--- config.mk ---
export PLATFORM = sky130hd
export DESIGN_NAME = mips_muldiv_sequencer
export DESIGN_NICKNAME = d
export VERILOG_FILES = /design/src/rtl/mips_muldiv_pkg.sv /design/src/rtl/mips_muldiv_step.sv /design/src/rtl/mips_muldiv_sequencer.sv
export SDC_FILE = /design/constraint.sdc
export NUM_CORES = 1
export LEC_CHECK = 0
export BUFFER_PORTS_ARGS = -buffer_cell sky130_fd_sc_hd__buf_2
export CAP_MARGIN = 20
export CORE_AREA = 4 4 209 211
export CTS_CLUSTER_DIAMETER = 30
export DETAILED_ROUTE_END_ITERATION = 8
export DIE_AREA = 0 0 213 215
export HOLD_SLACK_MARGIN = 0.08
export PLACE_DENSITY = 0.65
export SLEW_MARGIN = 20
export SYNTH_ARGS = -nofsm -noshare
export SYNTH_HDL_FRONTEND = slang
export SYNTH_SLANG_ARGS = --single-unit
export TNS_END_PERCENT = 30
--- constraint.sdc ---
create_clock -name clock -period 4.6 [get_ports clock]
set_clock_uncertainty 0.05 [all_clocks]
set_input_delay 0.92 -clock clock [delete_from_list [all_inputs] [get_ports clock]]
set_output_delay 0.92 -clock clock [all_outputs]
set_load 0.02 [all_outputs]
--- src/rtl/mips_muldiv_pkg.sv ---
// Shared definitions for the MIPS HI/LO multiply/divide sequencer.
package mips_muldiv_pkg;

  localparam int unsigned DATA_W = 32;

  localparam logic [5:0] FN_MFHI  = 6'h10;
  localparam logic [5:0] FN_MTHI  = 6'h11;
  localparam logic [5:0] FN_MFLO  = 6'h12;
  localparam logic [5:0] FN_MTLO  = 6'h13;
  localparam logic [5:0] FN_MULT  = 6'h18;
  localparam logic [5:0] FN_MULTU = 6'h19;
  localparam logic [5:0] FN_DIV   = 6'h1A;
  localparam logic [5:0] FN_DIVU  = 6'h1B;

  typedef enum logic [1:0] {
    ST_IDLE  = 2'd0,
    ST_MUL   = 2'd1,
    ST_DIV   = 2'd2,
    ST_FIXUP = 2'd3
  } state_e;

  // Quotient reported for any divide by zero.
  localparam logic [DATA_W-1:0] DIV0_LO = 32'hFFFF_FFFF;

  function automatic logic funct_known(input logic [5:0] f);
    return f inside {FN_MFHI, FN_MTHI, FN_MFLO, FN_MTLO,
                     FN_MULT, FN_MULTU, FN_DIV, FN_DIVU};
  endfunction

endpackage

--- src/rtl/mips_muldiv_step.sv ---
// One combinational iteration: shift-add multiply step or restoring divide step.
module mips_muldiv_step #(
  parameter int unsigned WIDTH = 32
) (
  input  logic               mode,
  input  logic [2*WIDTH-1:0] acc_in,
  input  logic [WIDTH:0]     rem_in,
  input  logic [WIDTH-1:0]   operand,
  input  logic               mul_bit,
  output logic [2*WIDTH-1:0] acc_out,
  output logic [WIDTH:0]     rem_out
);
  logic [WIDTH:0]   sum;
  logic [WIDTH:0]   shifted;
  logic [WIDTH+1:0] diff;

  // mode 0: acc = (acc + bit*mcand<<W) >> 1; mode 1: remainder in rem, dividend/quotient in acc low half
  always_comb begin
    sum     = {1'b0, acc_in[2*WIDTH-1:WIDTH]} + (mul_bit ? {1'b0, operand} : '0);
    shifted = {rem_in[WIDTH-1:0], acc_in[WIDTH-1]};
    diff    = {1'b0, shifted} - {2'b00, operand};
    acc_out = acc_in;
    rem_out = rem_in;
    if (!mode) begin
      acc_out = {sum, acc_in[WIDTH-1:1]};
    end else if (diff[WIDTH+1]) begin
      rem_out = shifted;
      acc_out = {acc_in[2*WIDTH-1:WIDTH], acc_in[WIDTH-2:0], 1'b0};
    end else begin
      rem_out = diff[WIDTH:0];
      acc_out = {acc_in[2*WIDTH-1:WIDTH], acc_in[WIDTH-2:0], 1'b1};
    end
  end

endmodule

--- src/rtl/mips_muldiv_sequencer.sv ---
// EX-stage HI/LO sequencer: iterative mult/div, owns HI and LO, stalls later HI/LO ops.
module mips_muldiv_sequencer
  import mips_muldiv_pkg::*;
#(
  parameter int unsigned WIDTH = 32
) (
  input  logic             clock,
  input  logic             reset_n,
  input  logic             valid,
  input  logic [5:0]       funct,
  input  logic [WIDTH-1:0] rs,
  input  logic [WIDTH-1:0] rt,
  input  logic             flush,
  output logic             stall,
  output logic             busy,
  output logic [WIDTH-1:0] result,
  output logic [WIDTH-1:0] hi,
  output logic [WIDTH-1:0] lo
);
  localparam int unsigned AW   = 2 * WIDTH;
  localparam int unsigned CW   = $clog2(WIDTH);
  localparam logic [CW-1:0] LAST = CW'(WIDTH - 1);

  state_e            state;
  logic [CW-1:0]     count;
  logic [AW-1:0]     acc, acc_step, prod_fix;
  logic [WIDTH:0]    rem, rem_step;
  logic [WIDTH-1:0]  op_a, op_b, quo_fix, rem_fix;
  logic              neg_lo, neg_hi, is_div, is_signed, sign_diff;

  function automatic logic [WIDTH-1:0] magnitude(input logic [WIDTH-1:0] x, input logic sgn);
    return (sgn && x[WIDTH-1]) ? WIDTH'(-x) : x;
  endfunction

  assign is_signed = (funct == FN_MULT) || (funct == FN_DIV);
  assign sign_diff = is_signed && (rs[WIDTH-1] ^ rt[WIDTH-1]);
  assign stall     = valid && funct_known(funct) && (state != ST_IDLE);

  always_comb begin
    result = '0;
    if (funct == FN_MFHI)      result = hi;
    else if (funct == FN_MFLO) result = lo;
  end

  // Sign fixup applied on the way into HI/LO.
  always_comb begin
    prod_fix = neg_lo ? AW'(-acc) : acc;
    quo_fix  = neg_lo ? WIDTH'(-acc[WIDTH-1:0]) : acc[WIDTH-1:0];
    rem_fix  = neg_hi ? WIDTH'(-rem[WIDTH-1:0]) : rem[WIDTH-1:0];
  end

  mips_muldiv_step #(.WIDTH(WIDTH)) u_step (
    .mode    (state == ST_DIV),
    .acc_in  (acc),
    .rem_in  (rem),
    .operand (op_a),
    .mul_bit (op_b[count]),
    .acc_out (acc_step),
    .rem_out (rem_step)
  );

  always_ff @(posedge clock or negedge reset_n) begin
    if (!reset_n) begin
      state  <= ST_IDLE;
      busy   <= 1'b0;
      count  <= '0;
      acc    <= '0;
      rem    <= '0;
      op_a   <= '0;
      op_b   <= '0;
      neg_lo <= 1'b0;
      neg_hi <= 1'b0;
      is_div <= 1'b0;
      hi     <= '0;
      lo     <= '0;
    end else if (flush) begin
      state <= ST_IDLE;
      busy  <= 1'b0;
      count <= '0;
    end else begin
      case (state)
        ST_IDLE: begin
          if (valid) begin
            case (funct)
              FN_MTHI: hi <= rs;
              FN_MTLO: lo <= rs;
              FN_MULT, FN_MULTU: begin
                op_a   <= magnitude(rs, is_signed);
                op_b   <= magnitude(rt, is_signed);
                neg_lo <= sign_diff;
                neg_hi <= 1'b0;
                is_div <= 1'b0;
                acc    <= '0;
                count  <= '0;
                state  <= ST_MUL;
                busy   <= 1'b1;
              end
              FN_DIV, FN_DIVU: begin
                is_div <= 1'b1;
                count  <= '0;
                busy   <= 1'b1;
                if (rt == '0) begin
                  acc    <= {{WIDTH{1'b0}}, WIDTH'(DIV0_LO)};
                  rem    <= {1'b0, rs};
                  neg_lo <= 1'b0;
                  neg_hi <= 1'b0;
                  state  <= ST_FIXUP;
                end else begin
                  op_a   <= magnitude(rt, is_signed);
                  acc    <= {{WIDTH{1'b0}}, magnitude(rs, is_signed)};
                  rem    <= '0;
                  neg_lo <= sign_diff;
                  neg_hi <= is_signed && rs[WIDTH-1];
                  state  <= ST_DIV;
                end
              end
              default: ;
            endcase
          end
        end
        ST_MUL, ST_DIV: begin
          acc   <= acc_step;
          rem   <= rem_step;
          count <= count + 1'b1;
          if (count == LAST) state <= ST_FIXUP;
        end
        ST_FIXUP: begin
          if (is_div) begin
            lo <= quo_fix;
            hi <= rem_fix;
          end else begin
            {hi, lo} <= prod_fix;
          end
          state <= ST_IDLE;
          busy  <= 1'b0;
        end
        default: begin
          state <= ST_IDLE;
          busy  <= 1'b0;
        end
      endcase
    end
  end

endmodule

==> results.toml, run 1 <==
[place]
place_area_um2 = 20490
pre_cts_slack_ns = -0.2361
hpwl_mm = 56.48
dp_cells = 3045
port_buffers = 171
routabilityCongestion = 0.9878

[timing]
setup_viol = 2
slew_violations = 0
setup_ws_ns = -0.05969
timing.final.crit_share_pct = 101.3
rsz0062_at_grt = "true"
fin_crit_ns = 4.660
slew-limit-headroom_pct = 28.49
hold_violations = 0
worst_pin_slew_ns = 1.073
max_freq_ghz = 0.2146
holdWs_ns = 0.1540

[clock_network]
clock_latency_ns = 0.64
cts_tree = "done"
cts_buffer_depth = 3
clkTransAtPathRegs_ns = 0.05
root_buffer = "clkbuf_16"
cts.sinks = 235
htreeDepth = 2
cts_buffers = 59

[final_layout]
final_cell_mix = "nand2_1, o21ai_0, nor2_1"
fin_area_um2 = 22970
fillers = 3884
fin_cells = 3173
syn_to_final_growth_pct = 23.61
nets = 2731
multiInputGateArea_um2 = 12150
layout_commonest_cell = "nand2_1"
final_layout_size_suffix_gt1_share_pct = 19.30
regArea_um2 = 5883

[power_and_ir_drop]
p_sw_uw = 7455
switching_share_pct = 46.33
power_density_nw_per_um2 = 700.3
share_comb_of_total_power_pct = 49.5
ir_drop_uv = 364.3
clkPwrFrac_pct = 26.4
p_leak_uw = 0.01018
seqPwrFrac_pct = 24.1
p_int_uw = 8634

[worst_setup_path]
cp-end-kind = "flip-flop"
rr_startpoint = "count[0]"
crit_arrival_ns = 5.14
worstPathRequired_ns = 5.08
start_kind = "flip-flop"
path_class = "reg2reg"
critPathMaxFanout = 8
worstSetupStartpoint = "count[0]"

[logic_synthesis]
syn_inst = 2373
yosys.area.top_type_share_pct = 31.64
yosys_warnings = 0
synth_ff_type = "dfrtp_1"
postSynthAreaPerCell_um2 = 7.833
yosys.area.top_type = "dfrtp_1"
yosys_register_bits = 235
syn-num-nets = 2523
synth_area_um2 = 18590
synth_area_leaders = "dfrtp_1, o21ai_0, nand2_1"
synthDistinctLibCells = 74
seq_area_frac_synth_pct = 31.64
synth_edf_count = 0
async_reset_ff_share_pct = 100.0

[run]
maxCapViolCount = 0

[route]
drt_iter0_markers = 1962
wirelength_mm = 73.81
drtPass1Iterations = 6
drc = 0
wl_met2_mm = 33.06
wire_per_inst_um = 23.26
ant_nets = 0
drt-met1-wl_mm = 30.71
highest_layer = "met4"
via_per_inst = 6.024
vias = 19113
wl_met3_mm = 6.712

[outcome]
violations = "setup timing"
status = "finished, violations left"

[die]
die-area_um2 = 45800
rows = 75
die_h_um = 215
die_x_um = 213
core_um2 = 41760
io_pins = 172
initial_core_util_pct = 44.51

[global_routing]
grt_start_max_net_pins = 126
antenna_found_initial = 1
overflow = 0
track_usage_pct = 30.93
grt_pass1_wl_mm = 109.5
grt_pass1_vias = 18071

[hold_path]
min_path_type = "in2async"
## through the flow
stage | total power (µW) | setup TNS [ns] | utilization [%]
after floorplan | 8641 | 0 | -
after global placement | 11380 | -1.097 | 49.06
after detailed placement | 11520 | -1.753 | 49.06
after CTS | 15840 | -0.09229 | 54.14
after global routing | 17020 | -1.127 | 55.01
final | 16090 | -0.1029 | 55.02
## state kept, by name, indices dropped and copies added (netlist names)
signal and flops:
op_b 32, count 5, busy 1, hi 32, rem 32, neg_lo 1
is_div 1, neg_hi 1, acc 64, state 2, op_a 32, lo 32
## cell families (layout without fill, tap and decap cells)
family / Yosys count / count (layout) / synth area share (%)
other cells: 0 / 2 / 0
simple gates: 813 / 813 / 19.85
xor+xnor: 194 / 194 / 9.142
mux: 105 / 105 / 6.516
compound gates: 732 / 732 / 23.17
buf+inv: 218 / 477 / 4.490
flops: 235 / 235 / 31.64
fa+ha+maj: 76 / 76 / 5.197
## metal layers
layer | vias up | track usage (%)
li1 | 8866 | -
met1 | 9155 | 42.00
met2 | 910 | 47.88
met3 | 182 | 6.169
met4 | 0 | 13.57
met5 | - | 0
## path summary, 6_finish.rpt
| check | end | slack (ns) | cells after the start |
|---|---|---|---|
| min | hi[17] | 0.15 | 1 |
| max in group asynchronous | rem[24] | 3.11 | 3 |
| max reg2reg | acc[56] | -0.06 | 20 |
| min in group clock | op_a[25] | 0.43 | 2 |
| max | acc[56] | -0.06 | 20 |
| min reg2reg | op_a[25] | 0.43 | 2 |
## what timing repair did
item                                    CTS  global route
endpoints found under the setup margin   11            12
resized for setup                         8            51
setup buffers                             0            12
gates cloned                              0             1
hold buffers                              0             0
pin swaps                                 1            27
## cell type report
class,instances,area share [%]
diodes,2,0.02178
clock buffers,73,7.047
clock inverters,39,2.010
inverters,68,1.122
multi-input cells,1920,52.88
flip-flops and latches,235,25.61
well taps,539,2.935
repair buffers,297,8.376
## power by group through the flow
stage	clock network [µW]	registers [µW]	logic [µW]
after floorplan	0	3780	4860
after global placement	0	3830	7550
after detailed placement	0	3870	7650
after CTS	4290	3850	7710
after global routing	4400	3970	8640
final	4240	3880	7970
## worst max-delay path, cell delays in order, from the launching register on
cell      delay (ns)
dfrtp_1         0.39
buf_12          0.15
mux4_2          0.51
mux4_2          0.51
mux2i_4         0.25
buf_6           0.18
buf_6           0.10
nor2_1          0.04
ha_2            0.29
buf_6           0.13
o21ai_2         0.16
nor2_2          0.08
o31a_1          0.32
nor4bb_4        0.16
o211ai_1        0.30
a31oi_1         0.14
buf_4           0.19
buf_4           0.14
a41oi_2         0.18
xor2_1          0.09
o31ai_1         0.22
## synth_stat cells (7+ instances only)
master	count
nor2_1	258
buf_2	7
o211ai_1	9
or2_2	7
nor3_1	37
or3_1	22
clkbuf_1	128
ha_1	74
nand2_1	315
o21a_1	8
mux4_2	10
nor2b_1	27
nor4_1	16
nand2b_1	13
a31oi_1	34
o41ai_1	14
nor3b_1	17
o21ai_0	269
a21o_1	29
a211oi_1	27
o21ai_1	7
a21oi_1	222
and2_1	12
dfrtp_1	235
o22a_1	15
nand4_1	12
mux2i_1	67
mux2_2	28
nand3_1	31
inv_1	67
xnor2_1	96
xor2_1	98
o31ai_1	51
or4_1	11
buf_1	13
and3_1	12
No activity file was read; power rests on OpenSTA's default activity.
==> run 2: changes to the inputs <==
--- a/config.mk
+++ b/config.mk
@@ -13,6 +13,7 @@
 export DIE_AREA = 0 0 213 215
 export HOLD_SLACK_MARGIN = 0.08
 export PLACE_DENSITY = 0.65
+export REMOVE_ABC_BUFFERS = 1
 export SLEW_MARGIN = 20
 export SYNTH_ARGS = -nofsm -noshare
 export SYNTH_HDL_FRONTEND = slang
==> constraint.sdc (replaced) <==
create_clock -name clock -period 4.17 [get_ports clock]
set_clock_uncertainty 0.05 [all_clocks]
set_input_delay 0.834 -clock clock [delete_from_list [all_inputs] [get_ports clock]]
set_output_delay 0.834 -clock clock [all_outputs]
set_load 0.02 [all_outputs]
==> results.toml, run 2 (synthesized netlist as in run 1, its figures left out) <==
[outcome]
status = "finished, violations left"
violations = "setup timing"

[place]
place_area_um2 = 20400
routabilityCongestion = 0.9657
dp_cells = 3031
port_buffers = 171
hpwl_mm = 50.48

[die]
core_um2 = 41760
die_h_um = 215
io_pins = 172
initial_core_util_pct = 44.51
rows = 75
die-area_um2 = 45800
die_x_um = 213

[route]
drc = 0
wire_per_inst_um = 20.96
vias = 18528
wirelength_mm = 66.55
drtPass1Iterations = 6
drt_iter0_markers = 1685
ant_nets = 0
via_per_inst = 5.836

[timing]
timing.final.crit_share_pct = 106.2
slew_violations = 0
fin_crit_ns = 4.429
setup_ws_ns = -0.2591
rsz0062_at_grt = "true"
setup_viol = 13
hold_violations = 0
slew-limit-headroom_pct = 30.14
max_freq_ghz = 0.2258
worst_pin_slew_ns = 1.045

[power_and_ir_drop]
share_comb_of_total_power_pct = 46.8
p_int_uw = 10280
p_leak_uw = 0.01036
ir_drop_uv = 380.8
switching_share_pct = 43.05
power_density_nw_per_um2 = 779.3
seqPwrFrac_pct = 23.2
p_sw_uw = 7771
clkPwrFrac_pct = 30.1

[worst_setup_path]
reg2reg_depth = 18
path_class = "reg2reg"
crit_arrival_ns = 4.85
reg2reg_to = "acc[62]"
cp-end-kind = "flip-flop"
critPathMaxFanout = 6
start_kind = "flip-flop"
r2r_slack_ns = -0.26
rr_startpoint = "count[0]"
worstPathRequired_ns = 4.60

[clock_network]
cts_tree = "done"
clock_latency_ns = 0.58
cts_hold_buf = 0
cts_buffer_depth = 3
cts_buffers = 68
clkTransAtPathRegs_ns = 0.04
cts.sinks = 235
root_buffer = "clkbuf_16"
htreeDepth = 3

[final_layout]
layout_commonest_cell = "nand2_1"
syn_to_final_growth_pct = 24.61
fin_area_um2 = 23160
top_register = "acc"
largest_reg_flops = 64
fin_cells = 3175
nets = 2733
final_layout_size_suffix_gt1_share_pct = 19.08
regArea_um2 = 5883
fillers = 3843
antennaDiodeCount = 0
final_cell_mix = "nand2_1, nor2_1, o21ai_0"
multiInputGateArea_um2 = 12080

[global_routing]
overflow = 0
grt_pass1_vias = 17612
grt_start_max_net_pins = 88
track_usage_pct = 28.21
antenna_found_initial = 0
grt_pass1_wl_mm = 101.8

[run]
maxCapViolCount = 0

[hold_path]
min_path_type = "in2async"
==> run 2: power by group through the flow <==
stage               clock network, µW  logic [µW]  registers, µW
floorplan                           0        5150           4270
global placement                    0        7980           4120
detailed placement                  0        8100           4160
CTS                              5480        8170           4140
global route                     5620        9250           4290
finish                           5420        8450           4180
==> run 2: worst max-delay path, cell delays in order, from the launching register on <==
cell and delay [ns]:
dfrtp_2 0.40, buf_12 0.14, mux4_2 0.51, mux4_2 0.49, mux2i_2 0.17, buf_6 0.16
buf_6 0.11, nor2_2 0.03, ha_1 0.33, a211o_1 0.34, o31a_1 0.31, nor4bb_4 0.17
o211ai_1 0.24, a31oi_1 0.13, buf_4 0.18, a31oi_4 0.18, o21ai_2 0.07, xnor2_1 0.12
o31ai_1 0.22
==> run 2: area by class of cell <==
type,instances,area share [%]
inverters,68,1.102
well taps,539,2.912
flip-flops and latches,235,25.40
clock inverters,32,1.740
repair buffers,290,8.028
clock buffers,91,8.654
multi-input cells,1920,52.16
==> run 2: stage by stage <==
step / power [µW] / hold WS, ns / utilization [%] / setup TNS [ns] / worst slack, ns
final: 18050 / 0.1560 / 55.46 / -2.295 / -0.2591
after global routing: 19170 / 0.1921 / 55.46 / -4.944 / -0.4741
after CTS: 17790 / 0.1643 / 54.83 / -1.685 / -0.2115
after detailed placement: 12260 / 0.4202 / 48.85 / -4.305 / -0.4719
after global placement: 12090 / 0.4124 / 48.85 / -2.917 / -0.3771
after floorplan: 9421 / 0.3998 / - / -293.92 / -8.301
==> run 2: repair_timing <==
action | 4_1_cts | 5_1_grt
pin swaps | 3 | 21
gates cloned | 0 | 1
setup buffers | 4 | 16
setup endpoints to repair | 16 | 20
resized for setup | 16 | 36
==> run 2: routing by layer <==
layer  GRT usage [%]  share of wire [%]  vias up  routed length [µm]
met1           39.44                 44     8887               29360
met2           44.44                 46      672               30310
met5               0                  0        -                   0
li1                -                  -     8849                   -
met3           4.740                7.4      120                4956
met4           9.513                2.9        0                1928
==> run 2: how the worst max path moves through the flow <==
stage | startpoint | to | slack (ns) | depth (start not counted)
finish | count[0] | acc[62] | -0.26 | 18
global route | count[0] | acc[60] | -0.47 | 19
CTS | count[0] | acc[62] | -0.21 | 19
detailed placement | count[0] | acc[61] | -0.47 | 19
global placement | count[0] | acc[61] | -0.38 | 19
floorplan | funct[5] | rem[13] | -8.30 | 7
==> run 3: changes to the inputs <==
--- a/config.mk
+++ b/config.mk
@@ -8,12 +8,14 @@
 export BUFFER_PORTS_ARGS = -buffer_cell sky130_fd_sc_hd__buf_2
 export CAP_MARGIN = 20
 export CORE_AREA = 4 4 209 211
+export CTS_BUF_LIST = sky130_fd_sc_hd__clkbuf_16
 export CTS_CLUSTER_DIAMETER = 30
 export DETAILED_ROUTE_END_ITERATION = 8
 export DIE_AREA = 0 0 213 215
 export HOLD_SLACK_MARGIN = 0.08
 export PLACE_DENSITY = 0.65
 export REMOVE_ABC_BUFFERS = 1
+export SETUP_SLACK_MARGIN = 0.3
 export SLEW_MARGIN = 20
 export SYNTH_ARGS = -nofsm -noshare
 export SYNTH_HDL_FRONTEND = slang
==> results.toml, run 3 (synthesized netlist as in run 1, its figures left out) <==
[route]
wire_per_inst_um = 21.01
vias = 18626
wl_met3_mm = 5.346
drt-met1-wl_mm = 28.88
drtPass1Iterations = 5
wl_met2_mm = 30.31
drt_iter0_markers = 1608
ant_nets = 0
highest_layer = "met4"
via_per_inst = 5.872
drc = 0
wirelength_mm = 66.64

[global_routing]
grt_pass1_wl_mm = 101.9
grt_pass1_vias = 17664
track_usage_pct = 28.25
antenna_found_initial = 0
overflow = 0
grt_start_max_net_pins = 88

[place]
port_buffers = 171
dp_cells = 3031
routabilityCongestion = 0.9657
place_area_um2 = 20400
hpwl_mm = 50.48

[final_layout]
fillers = 3863
final_cell_mix = "nand2_1, nor2_1, o21ai_0"
nets = 2730
final_layout_size_suffix_gt1_share_pct = 18.69
finish.utilization_pct = 55.20
fin_cells = 3172
top_register = "acc"
fin_area_um2 = 23050
multiInputGateArea_um2 = 12100
largest_reg_flops = 64
regArea_um2 = 5883
antennaDiodeCount = 0
layout_commonest_cell = "nand2_1"
syn_to_final_growth_pct = 24.03

[die]
initial_core_util_pct = 44.51
die-area_um2 = 45800
rows = 75
die_x_um = 213
die_h_um = 215
io_pins = 172
core_um2 = 41760

[clock_network]
cts_hold_buf = 0
root_buffer = "clkbuf_16"
cts_buffers = 68
clkTransAtPathRegs_ns = 0.04
cts.sinks = 235
htreeDepth = 3
cts_buffer_depth = 3
cts_tree = "done"
clock_latency_ns = 0.58

[timing]
setup_ws_ns = -0.2496
slew_violations = 0
worst_pin_slew_ns = 1.060
slew-limit-headroom_pct = 29.13
timing.final.crit_share_pct = 106.0
rsz0062_at_grt = "true"
hold_violations = 0
fin_crit_ns = 4.420
max_freq_ghz = 0.2263
setup_viol = 12

[worst_setup_path]
cp-end-kind = "flip-flop"
worstPathRequired_ns = 4.60
crit_chain = "buf_12 -> mux4_2 -> mux4_2 -> mux2i_2 -> buf_6 -> buf_6 -> nor2_2 -> ha_1 -> a211o_1 -> o31a_1 -> nor4bb_4 -> o211ai_1 -> a31oi_1 -> buf_4 -> a31oi_4 -> o21ai_2 -> xnor2_1 -> o31ai_1"
crit_cells = 18
critPathMaxFanout = 6
max_stage_delay_ns = 0.51
slowest_stage = "mux4_2"
crit_arrival_ns = 4.85
path_class = "reg2reg"
rr_startpoint = "count[0]"
start_kind = "flip-flop"
worstSetupStartpoint = "count[0]"
reg2reg_depth = 18
worst_path_dominant_cell_family = "compound AO/OA/AOI/OAI gates"
critical_path_buf_inv_count = 4

[outcome]
violations = "setup timing"
status = "finished, violations left"

[run]
maxCapViolCount = 0

[hold_path]
min_path_type = "in2async"

[power_and_ir_drop]
power_density_nw_per_um2 = 773.0
p_leak_uw = 0.01031
ir_drop_uv = 376.5
==> run 3: timing repair <==
action | CTS | global route
hold endpoints to repair | 0 | 0
setup buffers | 4 | 13
gates cloned | 0 | 1
resized for setup | 22 | 37
pin swaps | 6 | 29
endpoints found under the setup margin | 23 | 26
==> run 3: worst paths after layout <==
path / endpoint / slack, ns
worst max-delay path: acc[62] / -0.25
worst min-delay path: op_a[5] / 0.16
worst max register to register: acc[62] / -0.25
worst min register to register: op_a[6] / 0.42
max in group asynchronous: lo[28] / 2.98
min in group clock: op_a[6] / 0.42
==> run 3: area by class of cell <==
| class | count | area share, % |
|---|---|---|
| flip-flops and latches | 235 | 25.52 |
| repair buffers | 287 | 7.984 |
| clock inverters | 50 | 2.041 |
| clock buffers | 73 | 7.924 |
| inverters | 68 | 1.107 |
| well taps | 539 | 2.926 |
| multi-input cells | 1920 | 52.50 |
==> run 3: per-stage QoR <==
step	TNS (ns)	hold WS (ns)	setup slack (ns)	total power, µW
CTS	-1.663	0.1650	-0.2092	17570
global placement	-2.917	0.4124	-0.3771	12090
detailed placement	-4.305	0.4202	-0.4719	12260
global route	-4.813	0.1928	-0.4797	18930
floorplan	-293.92	0.3998	-8.301	9421
finish	-2.164	0.1563	-0.2496	17820
==> run 3: per-layer routing <==
layer	vias to the layer above	GRT usage [%]
met2	738	44.32
met5	-	0
met4	0	9.921
li1	8842	-
met3	136	4.798
met1	8910	39.43
==> run 3: where the power goes <==
part           internal [µW]  switching (µW)  total, µW
clock network           3660            1540       5200
logic                   3250            5190       8440
registers               3140            1040       4180
